## config.mk

```make
export PLATFORM = sky130hd
export DESIGN_NAME = quadrature_decoder
export DESIGN_NICKNAME = d
export VERILOG_FILES = /design/src/rtl/quad_pkg.sv /design/src/rtl/quad_input_filter.sv /design/src/rtl/quadrature_decoder.sv
export SDC_FILE = /design/constraint.sdc
export NUM_CORES = 1
export LEC_CHECK = 0
export CELL_PAD_IN_SITES_DETAIL_PLACEMENT = 0
export CELL_PAD_IN_SITES_GLOBAL_PLACEMENT = 2
export CORE_ASPECT_RATIO = 0.5
export CORE_MARGIN = 2
export CORE_UTILIZATION = 30
export CTS_CLUSTER_DIAMETER = 100
export DETAILED_ROUTE_END_ITERATION = 10
export PLACE_DENSITY = 0.88
export SKIP_LAST_GASP = 1
export SLEW_MARGIN = 20
export SYNTH_ARGS = -nofsm -noshare
export SYNTH_HDL_FRONTEND = slang
export SYNTH_SLANG_ARGS = --single-unit
```

## constraint.sdc

```tcl
create_clock -name clk -period 3.5 [get_ports clk]
set_input_delay 0.35 -clock clk [delete_from_list [all_inputs] [get_ports clk]]
set_output_delay 0.35 -clock clk [all_outputs]
set_load 0.05 [all_outputs]
```

## src/rtl/quad_pkg.sv

```systemverilog
// Shared definitions for the quadrature decoder: phase codes, the decode
// result type and the pure transition-classification function.
package quad_pkg;

  // Phase codes are {A, B}. The up sequence is 00 -> 01 -> 11 -> 10 -> 00.
  localparam logic [1:0] PH_00 = 2'b00;
  localparam logic [1:0] PH_01 = 2'b01;
  localparam logic [1:0] PH_11 = 2'b11;
  localparam logic [1:0] PH_10 = 2'b10;

  typedef enum logic [1:0] {
    DEC_NONE = 2'd0,
    DEC_UP   = 2'd1,
    DEC_DOWN = 2'd2,
    DEC_ERR  = 2'd3
  } dec_e;

  // Phase that follows 'ph' when the encoder turns in the up direction.
  function automatic logic [1:0] next_up(input logic [1:0] ph);
    logic [1:0] res;
    case (ph)
      PH_00:   res = PH_01;
      PH_01:   res = PH_11;
      PH_11:   res = PH_10;
      default: res = PH_00;
    endcase
    return res;
  endfunction

  // Classify a phase transition. Both bits changing at once is illegal for
  // a Gray-coded source, so it is reported instead of guessed at.
  function automatic dec_e decode(input logic [1:0] prev, input logic [1:0] next);
    dec_e res;
    if (prev == next) begin
      res = DEC_NONE;
    end else if ((prev ^ next) == 2'b11) begin
      res = DEC_ERR;
    end else if (next == next_up(prev)) begin
      res = DEC_UP;
    end else begin
      res = DEC_DOWN;
    end
    return res;
  endfunction

endpackage

```

## src/rtl/quad_input_filter.sv

```systemverilog
// One encoder channel: a flop-chain synchroniser followed by a glitch filter
// that only accepts a new level after it has been stable for FILTER_LEN cycles.
// The next filtered value is exported so the decoder can act on the same edge
// the filter updates.
module quad_input_filter #(
  parameter int SYNC_STAGES = 2,
  parameter int FILTER_LEN  = 3
) (
  input  logic clk,
  input  logic reset,
  input  logic i_pin,
  output logic o_filt,
  output logic o_filt_next
);

  localparam int CW = (FILTER_LEN > 1) ? $clog2(FILTER_LEN) : 1;

  logic [SYNC_STAGES-1:0] r_sync;
  logic                   w_sync;
  logic                   r_filt;
  logic                   w_filt_next;
  logic [CW-1:0]          r_cnt;
  logic [CW-1:0]          w_cnt_next;

  assign w_sync = r_sync[SYNC_STAGES-1];

  // Shift the asynchronous pin through the synchroniser chain.
  always_ff @(posedge clk) begin
    if (reset) begin
      r_sync <= {SYNC_STAGES{1'b0}};
    end else begin
      r_sync <= {r_sync[SYNC_STAGES-2:0], i_pin};
    end
  end

  // Count consecutive disagreement cycles; accept the new level on the last one.
  always_comb begin
    w_filt_next = r_filt;
    w_cnt_next  = r_cnt;
    if (w_sync == r_filt) begin
      w_cnt_next = {CW{1'b0}};
    end else if (r_cnt == CW'(FILTER_LEN - 1)) begin
      w_filt_next = w_sync;
      w_cnt_next  = {CW{1'b0}};
    end else begin
      w_cnt_next = r_cnt + CW'(1);
    end
  end

  // Register the filtered level and its stability counter.
  always_ff @(posedge clk) begin
    if (reset) begin
      r_filt <= 1'b0;
      r_cnt  <= {CW{1'b0}};
    end else begin
      r_filt <= w_filt_next;
      r_cnt  <= w_cnt_next;
    end
  end

  assign o_filt      = r_filt;
  assign o_filt_next = w_filt_next;

endmodule

```

## src/rtl/quadrature_decoder.sv

```systemverilog
// Quadrature A/B decoder: filtered channels feed a transition decoder that
// drives a wrap-around position count, direction, step pulse and a sticky
// illegal-transition flag. A warm-up period after reset lets the filters
// settle onto the pin levels without producing events.
module quadrature_decoder
  import quad_pkg::*;
#(
  parameter int CNT_W       = 16,
  parameter int SYNC_STAGES = 2,
  parameter int FILTER_LEN  = 3
) (
  input  logic             clk,
  input  logic             reset,
  input  logic             quad_a,
  input  logic             quad_b,
  input  logic             clr_cnt,
  input  logic             err_clr,
  output logic [CNT_W-1:0] count,
  output logic             dir,
  output logic             step,
  output logic             err
);

  localparam int WARM_CYC = SYNC_STAGES + FILTER_LEN + 1;
  localparam int WW       = $clog2(WARM_CYC + 1);

  logic             w_a_f;
  logic             w_a_f_next;
  logic             w_b_f;
  logic             w_b_f_next;
  logic [1:0]       w_ph_cur;
  logic [1:0]       w_ph_nxt;
  dec_e             w_dec;
  logic             w_dec_en;
  logic             w_illegal;

  logic [WW-1:0]    r_warm;
  logic [WW-1:0]    w_warm_next;
  logic [CNT_W-1:0] r_count;
  logic [CNT_W-1:0] w_count_next;
  logic             r_dir;
  logic             w_dir_next;
  logic             r_step;
  logic             w_step_next;
  logic             r_err;
  logic             w_err_next;

  quad_input_filter #(
    .SYNC_STAGES (SYNC_STAGES),
    .FILTER_LEN  (FILTER_LEN)
  ) u_filt_a (
    .clk         (clk),
    .reset       (reset),
    .i_pin       (quad_a),
    .o_filt      (w_a_f),
    .o_filt_next (w_a_f_next)
  );

  quad_input_filter #(
    .SYNC_STAGES (SYNC_STAGES),
    .FILTER_LEN  (FILTER_LEN)
  ) u_filt_b (
    .clk         (clk),
    .reset       (reset),
    .i_pin       (quad_b),
    .o_filt      (w_b_f),
    .o_filt_next (w_b_f_next)
  );

  assign w_ph_cur  = {w_a_f, w_b_f};
  assign w_ph_nxt  = {w_a_f_next, w_b_f_next};
  assign w_dec     = decode(w_ph_cur, w_ph_nxt);
  assign w_dec_en  = (r_warm == WW'(WARM_CYC));
  assign w_illegal = w_dec_en && (w_dec == DEC_ERR);

  // Next-state for warm-up, count, direction, step and error.
  always_comb begin
    w_warm_next  = r_warm;
    w_count_next = r_count;
    w_dir_next   = r_dir;
    w_step_next  = 1'b0;
    w_err_next   = r_err;

    if (w_dec_en) begin
      w_warm_next = r_warm;
    end else begin
      w_warm_next = r_warm + WW'(1);
    end

    if (w_dec_en) begin
      case (w_dec)
        DEC_UP: begin
          w_count_next = r_count + CNT_W'(1);
          w_dir_next   = 1'b1;
          w_step_next  = 1'b1;
        end
        DEC_DOWN: begin
          w_count_next = r_count - CNT_W'(1);
          w_dir_next   = 1'b0;
          w_step_next  = 1'b1;
        end
        default: begin
          w_count_next = r_count;
        end
      endcase
    end else begin
      w_count_next = r_count;
    end

    // Clear wins over a coincident step; step and dir still report the event.
    if (clr_cnt) begin
      w_count_next = {CNT_W{1'b0}};
    end else begin
      w_count_next = w_count_next;
    end

    // A fresh illegal transition beats a simultaneous clear request.
    if (w_illegal) begin
      w_err_next = 1'b1;
    end else if (err_clr) begin
      w_err_next = 1'b0;
    end else begin
      w_err_next = r_err;
    end
  end

  // Register all outputs and the warm-up counter.
  always_ff @(posedge clk) begin
    if (reset) begin
      r_warm  <= {WW{1'b0}};
      r_count <= {CNT_W{1'b0}};
      r_dir   <= 1'b1;
      r_step  <= 1'b0;
      r_err   <= 1'b0;
    end else begin
      r_warm  <= w_warm_next;
      r_count <= w_count_next;
      r_dir   <= w_dir_next;
      r_step  <= w_step_next;
      r_err   <= w_err_next;
    end
  end

  assign count = r_count;
  assign dir   = r_dir;
  assign step  = r_step;
  assign err   = r_err;

endmodule

```

Word-level counts from Yosys, hierarchy flattened
Index checks and enable logic that the tools add are counted.
- add/sub/neg operators: 5
- eq/ne operators: 13
- multiplexer cells: 15
- bitwise gates (word level): 2
- reduce and logical (&&, ||, !) cells: 10
- operators with widths (operator ; count):
    $pmux W16 S2 ; 1
    $add A16 B1 Y16 const B ; 1
    $sub A16 B1 Y16 const B ; 1
    $eq A2 B2 Y1 const B ; 6
    $mux W2 ; 5
    $mux W1 ; 7
    $pmux W2 S3 ; 1
    $reduce_or A2 Y1 ; 3
    $reduce_or A3 Y1 ; 2
    $add A2 B1 Y2 const B ; 2
    $eq A2 B1 Y1 const B ; 2
    $eq A2 B2 Y1 ; 2
    $reduce_bool A2 Y1 ; 2
    $add A3 B1 Y3 const B ; 1
    $eq A3 B3 Y1 const B ; 1
    $eq A1 B1 Y1 ; 2
    $logic_not A2 Y1 ; 1
    $pmux W1 S2 ; 1
    $reduce_and A2 Y1 ; 1
    $xor A2 B2 Y2 ; 1
    $logic_and A1 B1 Y1 ; 1
    $not A1 Y1 ; 1
- bits in registers: 32

Depth between registers and ports, before layout
Gate-level depths: netlist of run 1.
- depth in word-level cells: 14
- gate-level depth with buffers: 14

Hierarchy
Synthesis of run 1 repeated with hierarchy kept, for this count alone.
- cell total of the unflattened synthesis: 205
- area total of the unflattened synthesis: 1813.0 sq um
- modules (own cells, without submodules) (module ; instances ; cells an instance ; area each (sq um) ; seq. area each (sq um)):
    quadrature_decoder ; 1 ; 177 ; 1455.1 ; 440.4
    quad_input_filter ; 2 ; 14 ; 178.9 ; 100.1

Worst setup path before layout of run 1
Ideal clock, no wire load.
- kind: register to register
- from: register u_filt_b.r_cnt[0]
- to: register r_count[12] (netlist: count[12])
- arrival time: 3249 ps
- required time: 3428 ps
- slack: 180 ps
- stages on the path, launching flop included: 14
- path buffers: 1
- path through: dfxtp_1 inv_1 ha_1 mux2_4 a2bb2oi_2 a211oi_4 buf_8 xor2_1 ha_1 nor4_1 nand2_1 or4_1 mux2i_1 mux2i_1
- longest elaborated chain between the ends: 10
- RTL lines (what ; line ; text):
    start, declared ; quad_input_filter.sv:22 ; logic [CW-1:0] r_cnt;
    start signal, assigned ; quad_input_filter.sv:54 ; r_cnt <= {CW{1'b0}};
    start signal, assigned ; quad_input_filter.sv:57 ; r_cnt <= w_cnt_next;
    $eq A2 B2 Y1 (*) ; quad_input_filter.sv:42 ; end else if (r_cnt == CW'(FILTER_LEN - 1)) begin
    $mux W1 (*) ; quad_input_filter.sv:42 ;
    $mux W1 (*) ; quad_input_filter.sv:40 ; if (w_sync == r_filt) begin
    $eq A2 B2 Y1 or $xor A2 B2 Y2 (tied branches) ; quad_pkg.sv:38, quad_pkg.sv:36 ;
    $mux W2 or $eq A2 B2 Y1 (tied branches) ; quad_pkg.sv:38, quad_pkg.sv:36 ;
    $mux W2 ; quad_pkg.sv:36 ; end else if ((prev ^ next) == 2'b11) begin
    $mux W2 (*) ; quad_pkg.sv:34 ; if (prev == next) begin
    $eq A2 B2 Y1 or $eq A2 B1 Y1 (tied branches) ; quadrature_decoder.sv:91 ; case (w_dec)
    $reduce_bool A2 Y1 (no line) ; - ;
    $reduce_and A2 Y1 (no line) ; - ;
    end signal, assigned ; quadrature_decoder.sv:131 ; r_count <= {CNT_W{1'b0}};
    end signal, assigned ; quadrature_decoder.sv:137 ; r_count <= w_count_next;
    end, declared ; quadrature_decoder.sv:39 ; logic [CNT_W-1:0] r_count;
Every way passes the cells marked *; elsewhere a longest branch is shown, timed or not.
A chain may end at the register's enable or synchronous reset.

Final worst setup path of run 1
Ends and elaborated chain as after synthesis.

==> out/metrics.yaml, run 1 <==
routedWlPerCell_um: 13.18
drt-met1-wl_um: 2239
final_cell_area_um2: 2340
num-nets-final: 255
vias_per_cell: 4.940
synth_compound_area_share_pct: 3.425
syn_inst: 216
synthAdderAreaFrac_pct: 4.701
postCtsHoldBufs: 0
diodes: 0
end_kind: "flop"
coreArea_um2: 6031
ctsLongestPathBuffers: 2
synthDistinctLibCells: 33
syn_nets: 229
synth_seq_area_share_pct: 34.39
cts.sink_count: 32
io_buffers: 24
rows: 20
setup_tns_ns: 0
die_area_um2: 6895
insertion_delay_ns: 0.28
worst_ep_arrival_time_ns: 3.33
rsz0062_at_grt: "false"
gp_congestion: 0.7510
synth_edf_count: 0
fin_crit_ns: 3.122
ir_worst_vdd_uv: 143.8
grt_usage_pct: 13.74
cp_data_required_time_ns: 3.71
vias: 1635
die_h_um: 59.73
synthFlopType: "dfxtp_1"
ant_nets: 0
drt-initial-drc-count: 92
power.density_nw_per_um2: 365.6
synth_top_family_by_area: "simple AND/OR/NAND/NOR gates"
fmax_ghz: 0.3203
worstMarginPinSlew_ns: 0.5539
skew_ns: 0.006558
synthMuxAreaShare_pct: 18.00
holdWs_ns: 0.4121
met2_length_um: 1936
tritoncts: "built"
routed_wl_um: 4364
slew_headroom_pct: 63.07
placed_cell_area_um2: 2190
status: "complete, no violations"
grt_max_degree: 32
leakage_nw: 0.8416
crit_fanout: 6
setup_violations: 0
grt_pass1_wl_um: 7307
htree_num_levels: 2
first_global_vias: 1500
synth_area_um2: 1863
numCtsBuffers: 5
hold_viol: 0
final_cell_mix: "mux2i_1, dfxtp_1, nand2_1"
ys_ff_latch: 32
place_hpwl_um: 3024
areaGrowthSynthToFinish_pct: 25.59
met3_length_um: 149
fill_cells: 623
min_path_type: "reg2reg"
multi_input_area_um2: 1135
seqCellArea_um2: 640.6
drt-pass1-iter-count: 4
max-cap-violations: 0
finish.utilization_pct: 38.80
start_kind: "flop"
drv_slew: 0
clk_pin_slew_ns: 0.06
overflow: 0
start_util_pct: 30.89
crit_type: "reg2reg"
top_layer: "met4"
die_x_um: 115.4
ctsRootBufferMaster: "clkbuf_16"
async_flop_share_pct: 0
cpPeakStageDelay_ns: 0.50
slowest_stage: "or4_1"
synth_area_per_cell_um2: 8.625
fin_crit_sh_pct: 89.20
antenna_found_initial: 0
finalPower_mw: 0.8553
yosys_warnings: 0
cts_resized: 0
crit_chain: "inv_1, ha_1, mux2_4, a2bb2oi_2, a211oi_4, xor2_1, ha_1, nor4_1, nand2_1, or4_1, mux2i_1, mux2i_1"
synth_xor_area_share_pct: 3.291
route.detailed.drc: 0
synth-simple-area-share_pct: 31.50
ios: 25
post-cts-setup-buffers: 0
drive_above_1_share_pct: 6.584
==> per-stage QoR <==
step	cells	setup slack (ns)
after floorplan	216	0.1796
after detailed placement	323	0.4112
final	331	0.3779
after CTS	331	0.3895
after global placement	323	0.5395
after global routing	331	0.1212
==> critical path: cells and delay by family, from the launching register on <==
kind                       cells  cell delay, ns
AOI/OAI and AO/OA              2            0.42
xor gates and xnor gates       1            0.10
adders and majority gates      2            0.52
buffers and inverters          1            0.04
DFF                            1            0.32
muxes                          3            0.70
and+or+nand+nor                3            0.95
==> cell families (layout without fill, tap and decap cells) <==
kind of cell             Yosys count  after routing
AND/OR/NAND/NOR                  115            115
multiplexers                      33             33
flip-flops                        32             32
buffers and inverters             16             43
adder cells (fa/ha/maj)            7              7
XOR/XNOR                           7              7
AO/OA/AOI/OAI                      6              6
==> where the power goes <==
part | total (mW) | internal [mW] | switching [mW]
Sequential | 0.376 | 0.371 | 0.00499
Combinational | 0.0395 | 0.0186 | 0.0209
Clock | 0.440 | 0.283 | 0.157
==> routing by layer <==
metal | up-vias | track usage [%]
met3 | 5 | 3.448
met4 | 0 | 4.131
met5 | - | 0
met2 | 31 | 21.64
li1 | 820 | -
met1 | 779 | 18.76
==> layout make-up <==
cell class	instances	area share [%]
Tap cell	88	4.706
Clock buffer	7	6.096
Timing Repair Buffer	30	12.19
Multi-Input combinational cell	168	48.50
Inverter	5	0.8021
Sequential cell	32	27.38
Clock inverter	1	0.3209
==> registers in the layout, indices dropped and copies added (netlist names) <==
signal,count
count,16
dir,1
err,1
r_warm,3
step,1
u_filt_a.o_filt,1
u_filt_a.r_cnt,2
u_filt_a.r_sync,2
u_filt_b.o_filt,1
u_filt_b.r_cnt,2
u_filt_b.r_sync,2
==> final timing paths <==
path	slack, ns	end	start	cells past startpoint
max	0.38	count[12]	u_filt_b.r_cnt[0]	12
min	0.41	u_filt_b.r_cnt[0]	u_filt_b.r_cnt[0]	1
max reg2reg	0.38	count[12]	u_filt_b.r_cnt[0]	12
min reg2reg	0.41	u_filt_b.r_cnt[0]	u_filt_b.r_cnt[0]	1
==> cell usage after synthesis, types with 2 or more instances <==
cell type,number,area (um2)
dfxtp_1,32,640.6
mux2i_1,32,320.3
nand2_1,26,97.59
nor2_1,24,90.09
or3_1,20,125.1
nand3_1,8,40.04
ha_1,7,87.58
nand4_1,7,43.79
clkbuf_1,6,22.52
nor3_1,6,30.03
nor4_1,6,37.54
inv_1,5,18.77
nor2b_1,4,25.02
xor2_1,4,35.03
and2_1,3,18.77
and3_1,3,18.77
or4_1,3,22.52
xnor2_1,3,26.28
buf_4,2,15.01
nand2b_1,2,12.51
Note: power is estimated with default switching activity, not from simulation.
==> inputs of run 2 (changes only) <==
Settings changed: CTS_CLUSTER_SIZE set to 24.
==> results of run 2 <==
Final layout, timing and power as in run 1 (identical DEF).
==> inputs of run 3 (changes only) <==
Settings changed: SETUP_SLACK_MARGIN set to 0.2.
==> run 3 against run 2 <==
  * Sequential share of layout area decreased by 0.35 points
  * Die area unchanged
  * First-iteration DRC count shrank 23%
  * Via count shrank 3.1%
  * Global-route usage grew 0.17 points
  * Critical path depth grew 1
  * Hold slack worse by 0.0057 ns
  * Cell count is 0.30% lower
  * Setup slack gained 0.080 ns
  * Clock power is 14% higher
  * Design area up 1.3%
  * Clock-buffer cell count down 2
  * Largest power group unchanged
==> out/metrics.yaml, run 3 (synthesis gave the netlist of run 1 again) <==
fin_crit_sh_pct: 86.91  # was 89.20%
die_h_um: 59.73  # unchanged
fin_crit_ns: 3.042  # was 3.122 ns
start_kind: "flop"  # unchanged
fill_cells: 613  # was 623
place_hpwl_um: 3008  # was 3024 um
worstMarginPinSlew_ns: 0.6020  # was 0.5539 ns
vias: 1585  # was 1,635
skew_ns: 0.005762  # was 0.006558 ns
hold_viol: 0  # unchanged
postCtsHoldBufs: 0  # unchanged
die_area_um2: 6895  # unchanged
crit_family: "simple AND/OR/NAND/NOR gates"  # unchanged
setup_slack_ns: 0.4580  # was 0.3779 ns
r2r-end: "count[12]"  # unchanged
placed_cell_area_um2: 2182  # was 2190 um2
p_clk_share_pct: 54.7  # was 51.4%
vias_per_cell: 4.803  # was 4.940
gp_congestion: 0.7538  # was 0.7510
p_int_mw: 0.7236  # was 0.6726 mW
drive_above_1_share_pct: 7.438  # was 6.584%
min_path_type: "reg2reg"  # unchanged
rsz0062_at_grt: "false"  # unchanged
end_kind: "flop"  # unchanged
htree_num_levels: 2  # unchanged
overflow: 0  # unchanged
slew_headroom_pct: 59.87  # was 63.07%
cpPeakStageDelay_ns: 0.49  # was 0.50 ns
setup_tns_ns: 0  # unchanged
drt-initial-drc-count: 71  # was 92
worstHoldStart: "u_filt_a.r_cnt[0]"  # was u_filt_b.r_cnt[0]
worstReg2RegStart: "u_filt_b.r_cnt[0]"  # unchanged
combPwrFrac_pct: 4.3  # was 4.6%
cp_common_cell: "ha_1"
ir_worst_vdd_uv: 149.2  # was 143.8 uV
seqCellArea_um2: 640.6  # unchanged
die_x_um: 115.4  # unchanged
fmax_ghz: 0.3287  # was 0.3203 GHz
hold_end: "u_filt_a.r_cnt[0]"  # was u_filt_b.r_cnt[0]
clk_pin_slew_ns: 0.06  # about the same
drv_slew: 0  # unchanged
areaGrowthSynthToFinish_pct: 27.20  # was 25.59%
multi_input_area_um2: 1155  # was 1135 um2
routedWlPerCell_um: 13.43  # was 13.18 um
leakage_nw: 0.8546  # was 0.8416 nW
numCtsBuffers: 5  # unchanged
status: "complete, no violations"  # unchanged
fin_cells: 330  # was 331
hold_depth: 1  # unchanged
route.detailed.drc: 0  # unchanged
switchingPower_mw: 0.1949  # was 0.1827 mW
ctsLongestPathBuffers: 2  # unchanged
first_global_vias: 1583  # was 1,500
finish.utilization_pct: 39.29  # was 38.80%
ff2ff_setup_slack_ns: 0.46  # was 0.38 ns
crit_fanout: 6  # unchanged
antenna_found_initial: 0  # unchanged
io_buffers: 24  # unchanged
swShare_pct: 21.21  # was 21.36%
num-nets-final: 254  # was 255
final_cell_mix: "mux2i_1, dfxtp_1, nand2_1"  # unchanged
slowest_stage: "or4_1"  # unchanged
cts_resized: 0  # unchanged
diodes: 0  # unchanged
post-cts-setup-buffers: 0  # unchanged
ant_nets: 0  # unchanged
routed_wl_um: 4432  # was 4364 um
setup_violations: 0  # unchanged
worst_ep_arrival_time_ns: 3.26  # was 3.33 ns
reg2regPathDepth: 13  # was 12
crit_buf_inv: 2  # was 1
crit_chain: "inv_1, ha_1, and2_1, inv_1, ha_1, a211oi_4, xor2_1, ha_1, nor4_4, nand2_1, or4_1, mux2i_1, mux2i_1"  # was inv_1, ha_1, mux2_4, a2bb2oi_2, a211oi_4, xor2_1, ha_1, nor4_1, nand2_1, or4_1, mux2i_1, mux2i_1
rows: 20  # unchanged
final_cell_area_um2: 2370  # was 2340 um2
max-cap-violations: 0  # unchanged
drt-pass1-iter-count: 4  # unchanged
largest_reg_flops: 16  # unchanged
ctsRootBufferMaster: "clkbuf_16"  # unchanged
power.density_nw_per_um2: 387.6  # was 365.6 nW/um2
start_util_pct: 30.89  # unchanged
ios: 25  # unchanged
grt_usage_pct: 13.90  # was 13.74%
grt_pass1_wl_um: 7383  # was 7307 um
cp_data_required_time_ns: 3.71  # about the same
coreArea_um2: 6031  # unchanged
crit_type: "reg2reg"  # unchanged
seq_power_share_pct: 41.0  # was 44.0%
numPlacedInstances: 322  # was 323
dpl_worst_slack_ns: 0.3174  # was 0.4112 ns
cts.sink_count: 32  # unchanged
insertion_delay_ns: 0.28  # about the same
grt_max_degree: 32  # unchanged
tritoncts: "built"  # unchanged
## run 3: cell types whose count changed in the layout (fill, tap and decap cells not counted), sizes merged
| cell | previous run | this run |
|---|---|---|
| buf | 6 | 5 |
| bufinv | 0 | 1 |
| clkbuf | 7 | 5 |
| clkinv | 0 | 1 |
## run 3: worst max-delay path by stage
stage | from | to | slack, ns | cells past startpoint
floorplan | u_filt_b.r_cnt[0] | count[12] | 0.20 | 13
global route | u_filt_b.o_filt | count[12] | 0.23 | 12
detailed placement | u_filt_b.r_cnt[0] | count[12] | 0.32 | 13
global placement | u_filt_b.r_cnt[0] | count[12] | 0.47 | 13
finish | u_filt_b.r_cnt[0] | count[12] | 0.46 | 13
CTS | u_filt_b.r_cnt[0] | count[12] | 0.30 | 13
## run 3: worst register-to-register path: cells and delay by family, from the launching register on
family | cells | cell delay, ns
XOR/XNOR | 1 | 0.10
adder cells (fa/ha/maj) | 3 | 0.78
AND/OR/NAND/NOR | 4 | 1.06
AO/OA/AOI/OAI | 1 | 0.24
flip-flops | 1 | 0.31
buffers and inverters | 2 | 0.11
multiplexers | 2 | 0.38
## run 3: area by class of cell
type                       instances  share of cell area [%]
timing repair buffer              29                   11.72
clock buffer                       5                   5.280
tap                               88                   4.646
sequential                        32                   27.03
inverter                           5                  0.7920
multi-input combinational        168                   48.73
clock inverter                     3                   1.795
## run 3: stage by stage
step	hold WS [ns]	power (mW)
CTS	0.4115	0.9258
finish	0.4064	0.9185
detailed placement	0.4025	0.4244
floorplan	0.3911	0.4081
global placement	0.3981	0.4217
global route	0.4304	0.9488
## run 3: power by group through the flow
stage	clock (mW)	sequential [mW]	combinational (mW)
final	0.503	0.376	0.0396
after global routing	0.527	0.377	0.0449
after CTS	0.509	0.376	0.0406
after detailed placement	0	0.384	0.0402
after global placement	0	0.383	0.0382
after floorplan	0	0.383	0.0254
## run 3: layer usage
layer,share of wire (%),GRT usage (%),vias to the layer above
li1,-,-,813
met1,49,17.43,737
met2,46,23.31,27
met3,3.6,3.144,8
met4,1.8,6.196,0
met5,0,0,-
==> edit 1, RTL diff (settings of run 2) <==
The parameter `CNT_W` goes from 16 to 32.
--- a/src/rtl/quadrature_decoder.sv
+++ b/src/rtl/quadrature_decoder.sv
@@ -5,7 +5,7 @@
 module quadrature_decoder
   import quad_pkg::*;
 #(
-  parameter int CNT_W       = 16,
+  parameter int CNT_W       = 32,
   parameter int SYNC_STAGES = 2,
   parameter int FILTER_LEN  = 3
 ) (
Interface: changed (resized count); port bits go from 25 to 41. No check against the original RTL was run, so the function may have changed too.
==> edit 1 against run 2 <==
- setup slack got worse by 0.13 ns
- synthesized area increased by 73%
- power increased by 35%
- design area increased by 68%
- sequential power increased by 48%
- routed wire length increased by 110%
- clock skew about the same
- first-iteration DRC count increased to 2.8 times the old value
- sequential cell count increased by 16
- critical path type unchanged
- highest routed layer unchanged
==> edit 1: results <==
[min_path]
min_to = u_filt_a.r_cnt[0]$_SDFF_PP0_

[yosys]
synthTopCellsByArea = dfxtp_1 (30%), nor2_1 (6.5%), xnor2_1 (5.7%)
synth_common_cells = nor2_1 (56), dfxtp_1 (48), nand2_1 (32)
synth_fp_nets = 428
yosysSeqAreaShare = 0.2984
synth-compound-area-share = 0.1216
synth_fa_ha_area_frac = 0.02720
synth_xor_area_frac = 0.07071
postSynthAreaPerCell_um2 = 7.760
synthMuxAreaShare = 0.05556

[placed_design]
place_congestion = 0.8114
hpwl_um = 6658
portBuffers = 40
dp_slack_ns = 0.2661
place_area_mm2 = 0.003772

[drt]
met3_length_um = 439
vias = 3098
totalWireLength_um = 9264
wl_met2_um = 3765
firstDrtPassIters = 5
drt-met1-wl_um = 5006
drtIter0Drc = 259

[power_and_ir_drop]
pwr-share-seq = 0.484
intPower_uw = 903.8
ir_worst_vdd_uv = 157.9
p_switching_uw = 247.7
pg_clk_uw = 558

[layout]
largest_reg_flops = 32
final_cells = 582
nets = 454
drive_gt1_frac = 0.1063

[grt]
grt_pass1_wl_um = 15640
gr-usage-met2 = 0.2382
grt_pass1_vias = 2899
use_met3 = 0.03214

[run_status]
status = finished, final reports clean

[sta]
fin_worst_skew_ns = 0.006559
hold_slack_ns = 0.4125
worstMarginPinSlew_ns = 0.7211

[critical_path]
worstReg2RegEnd = count[26]$_SDFFE_PP0P_
crit_fanout = 7
slowest_delay_ns = 0.55
worstRegToRegCells = 14
r2r_slack_ns = 0.25
crit_arrival_ns = 3.42
r2r-start = u_filt_a.r_cnt[0]$_SDFF_PP0_

[clock_tree]
cts_buffers = 5
edit 1: cell type report:
class	count	area (um2)
Fill cell	1081	6372
Clock buffer	5	125.1
Tap cell	140	175.2
Inverter	8	30.03
Clock inverter	3	42.54
Timing Repair Buffer	54	505.5
Multi-Input combinational cell	324	2101
Sequential cell	48	960.9
edit 1: worst max path at each step:
stage,startpoint,to,slack (ns)
2_1_floorplan,u_filt_b.o_filt$_SDFF_PP0_,count[26]$_SDFFE_PP0P_,0.0004
3_3_place_gp,u_filt_a.r_cnt[0]$_SDFF_PP0_,count[26]$_SDFFE_PP0P_,0.34
3_5_place_dp,u_filt_a.r_cnt[0]$_SDFF_PP0_,count[26]$_SDFFE_PP0P_,0.27
4_1_cts,u_filt_a.r_cnt[0]$_SDFF_PP0_,count[26]$_SDFFE_PP0P_,0.26
5_1_grt,u_filt_a.o_filt$_SDFF_PP0_,count[26]$_SDFFE_PP0P_,0.02
6_report,u_filt_a.r_cnt[0]$_SDFF_PP0_,count[26]$_SDFFE_PP0P_,0.25
==> edit 2, RTL diff (settings of run 2) <==
Made on the original files. Reset style: asynchronous (`reset`), changed in 3 clocked blocks.
--- a/src/rtl/quad_input_filter.sv
+++ b/src/rtl/quad_input_filter.sv
@@ -25,7 +25,7 @@
   assign w_sync = r_sync[SYNC_STAGES-1];
 
   // Shift the asynchronous pin through the synchroniser chain.
-  always_ff @(posedge clk) begin
+  always_ff @(posedge clk or posedge reset) begin
     if (reset) begin
       r_sync <= {SYNC_STAGES{1'b0}};
     end else begin
@@ -48,7 +48,7 @@
   end
 
   // Register the filtered level and its stability counter.
-  always_ff @(posedge clk) begin
+  always_ff @(posedge clk or posedge reset) begin
     if (reset) begin
       r_filt <= 1'b0;
       r_cnt  <= {CW{1'b0}};
--- a/src/rtl/quadrature_decoder.sv
+++ b/src/rtl/quadrature_decoder.sv
@@ -125,7 +125,7 @@
   end
 
   // Register all outputs and the warm-up counter.
-  always_ff @(posedge clk) begin
+  always_ff @(posedge clk or posedge reset) begin
     if (reset) begin
       r_warm  <= {WW{1'b0}};
       r_count <= {CNT_W{1'b0}};
Behaviour: differs if reset is asserted again (counterexample within 10 cycles, from zero or initial values and one cycle with reset high); with reset held inactive, the same outputs for 10 cycles.
==> edit 2 against run 2 <==
- routed wire length is 16% higher
- sequential cell count is the same
- setup slack worse by 0.24 ns
- utilization grew 3.7 points
- design area rose by 21%
- largest cell class unchanged
- synthesized area increased by 9.7%
- count of clock-buffer cells in the layout shrank 1
Power is not compared: it rests on default switching activity, and its combinational part moved more than twofold at a synthesized area within 25%.
==> edit 2: results <==
[run_status]
status = finished, final reports clean

[critical_path]
crit_fanout = 6
crit_arrival_ns = 3.53
slowest_stage = or4_4
crit_family = simple AND/OR/NAND/NOR gates
slowest_delay_ns = 0.44

[grt]
grt_max_degree = 28
grt_antenna_before_repair = 0
grt_pass1_vias = 1825
grt_pass1_wl_um = 8438
track_usage = 0.1404

[yosys]
synthTopCellsByArea = dfrtp_1 (38%), ha_1 (11%), a21oi_1 (4.4%)
yosys_warnings = 0
yosysSeqAreaShare = 0.3925
yosysUniqueCellTypes = 44
synth_fp_nets = 248
synth_common_cells = dfrtp_1 (31), nand2_1 (20), a21oi_1 (18), ha_1 (18), nor2_1 (18)
synth_ff_type = dfrtp_1
synth_async_sr_flop_share = 1.000

[power_and_ir_drop]
ir_worst_vdd_uv = 315.6
power.total_uw = 2415
p_leak_uw = 0.001233
sw_frac_of_total = 0.4433

[layout]
largest_reg_flops = 16
nets = 295
drive_gt1_frac = 0.1993
diodes = 0
nFillCells = 636

[clock_tree]
clockBufferDepth = 2
root_buffer = clkbuf_16
cts_max_level = 2
path_clk_slew_ns = 0.05
clk_latency_ns = 0.28
cts_buffers = 5

[sta]
fin_worst_skew_ns = 0.006113
slew_headroom = 0.5803

[placed_design]
portBuffers = 24
hpwl_um = 3525
place_congestion = 0.8718

[drt]
viasPerCell = 5.025
drtIter0Drc = 71
totalWireLength_um = 5069
ant_nets = 0
firstDrtPassIters = 4

[min_path]
hp-class = input pin to async pin
-- edit 2: cell types whose count changed in the layout (fill, tap and decap cells not counted), sizes merged, moves of 6 or more --
cell          run 2  this run
dfxtp            32         0
dfrtp             0        31
mux2i            32         2
a21oi             1        18
buf               6        22
or3              20         4
ha                7        18
inv               5        14
o21ai             0         9
nand2            26        20
nor2             24        18
-- edit 2: final timing paths --
kind	start	endpoint	slack, ns	cells past startpoint
max reg2reg	u_filt_a.r_cnt[0]$_DFF_PP0_	count[15]$_DFFE_PP0P_	0.13	13
max	u_filt_a.r_cnt[0]$_DFF_PP0_	count[15]$_DFFE_PP0P_	0.13	13
max in group asynchronous	reset	dir$_DFFE_PP1P_	2.54	3
min in group clk	u_filt_a.r_sync[0]$_DFF_PP0_	u_filt_a.r_sync[1]$_DFF_PP0_	0.35	0
min reg2reg	u_filt_a.r_sync[0]$_DFF_PP0_	u_filt_a.r_sync[1]$_DFF_PP0_	0.35	0
min	reset	u_filt_b.r_sync[1]$_DFF_PP0_	0.29	2
-- edit 2: area by class of cell --
type,count,share of cell area
clock buffers,6,0.04566
clock inverters,2,0.01241
inverters,14,0.01862
multi-input cells,171,0.4535
flip-flops and latches,32,0.2841
well taps,92,0.04078
repair buffers,46,0.1449
-- edit 2: repair_timing --
| action | in CTS | in global routing |
|---|---|---|
| endpoints found under the setup margin | 3 | 7 |
| gates resized for setup | 3 | 17 |
| pin swaps | 0 | 3 |
| hold buffers | 0 | 0 |
| buffers inserted | 1 | 1 |
-- edit 2: power by group through the flow --
stage | Sequential [uW] | Combinational [uW] | Clock [uW]
floorplan | 719 | 656 | 0
global placement | 536 | 1230 | 0
detailed placement | 539 | 1250 | 0
CTS | 534 | 1270 | 511
global route | 557 | 1490 | 530
finish | 546 | 1370 | 502
-- edit 2: through the flow --
step	util	cell area [um2]	worst slack [ns]	std cells	hold WS (ns)
2_1_floorplan	-	2043	0.02671	223	0.3312
3_3_place_gp	0.3800	2526	0.03649	353	0.3323
3_5_place_dp	0.3800	2526	-0.09909	353	0.3379
4_1_cts	0.4075	2709	0.002319	362	0.2814
5_1_grt	0.4246	2823	-0.05705	363	0.3350
6_report	0.4246	2823	0.1330	363	0.2855
-- edit 2: cells by family after synthesis --
| family | synth area share |
|---|---|
| xor+xnor | 0.04716 |
| buf+inv | 0.03674 |
| fa+ha+maj | 0.1200 |
| flops | 0.3925 |
| simple gates | 0.2107 |
| mux | 0.02082 |
| compound gates | 0.1721 |
-- edit 2: routing by layer --
metal	share of wire	track usage
met1	0.48	0.1823
met5	0	0
met3	0.027	0.02757
met2	0.48	0.2345
met4	0.010	0.04797
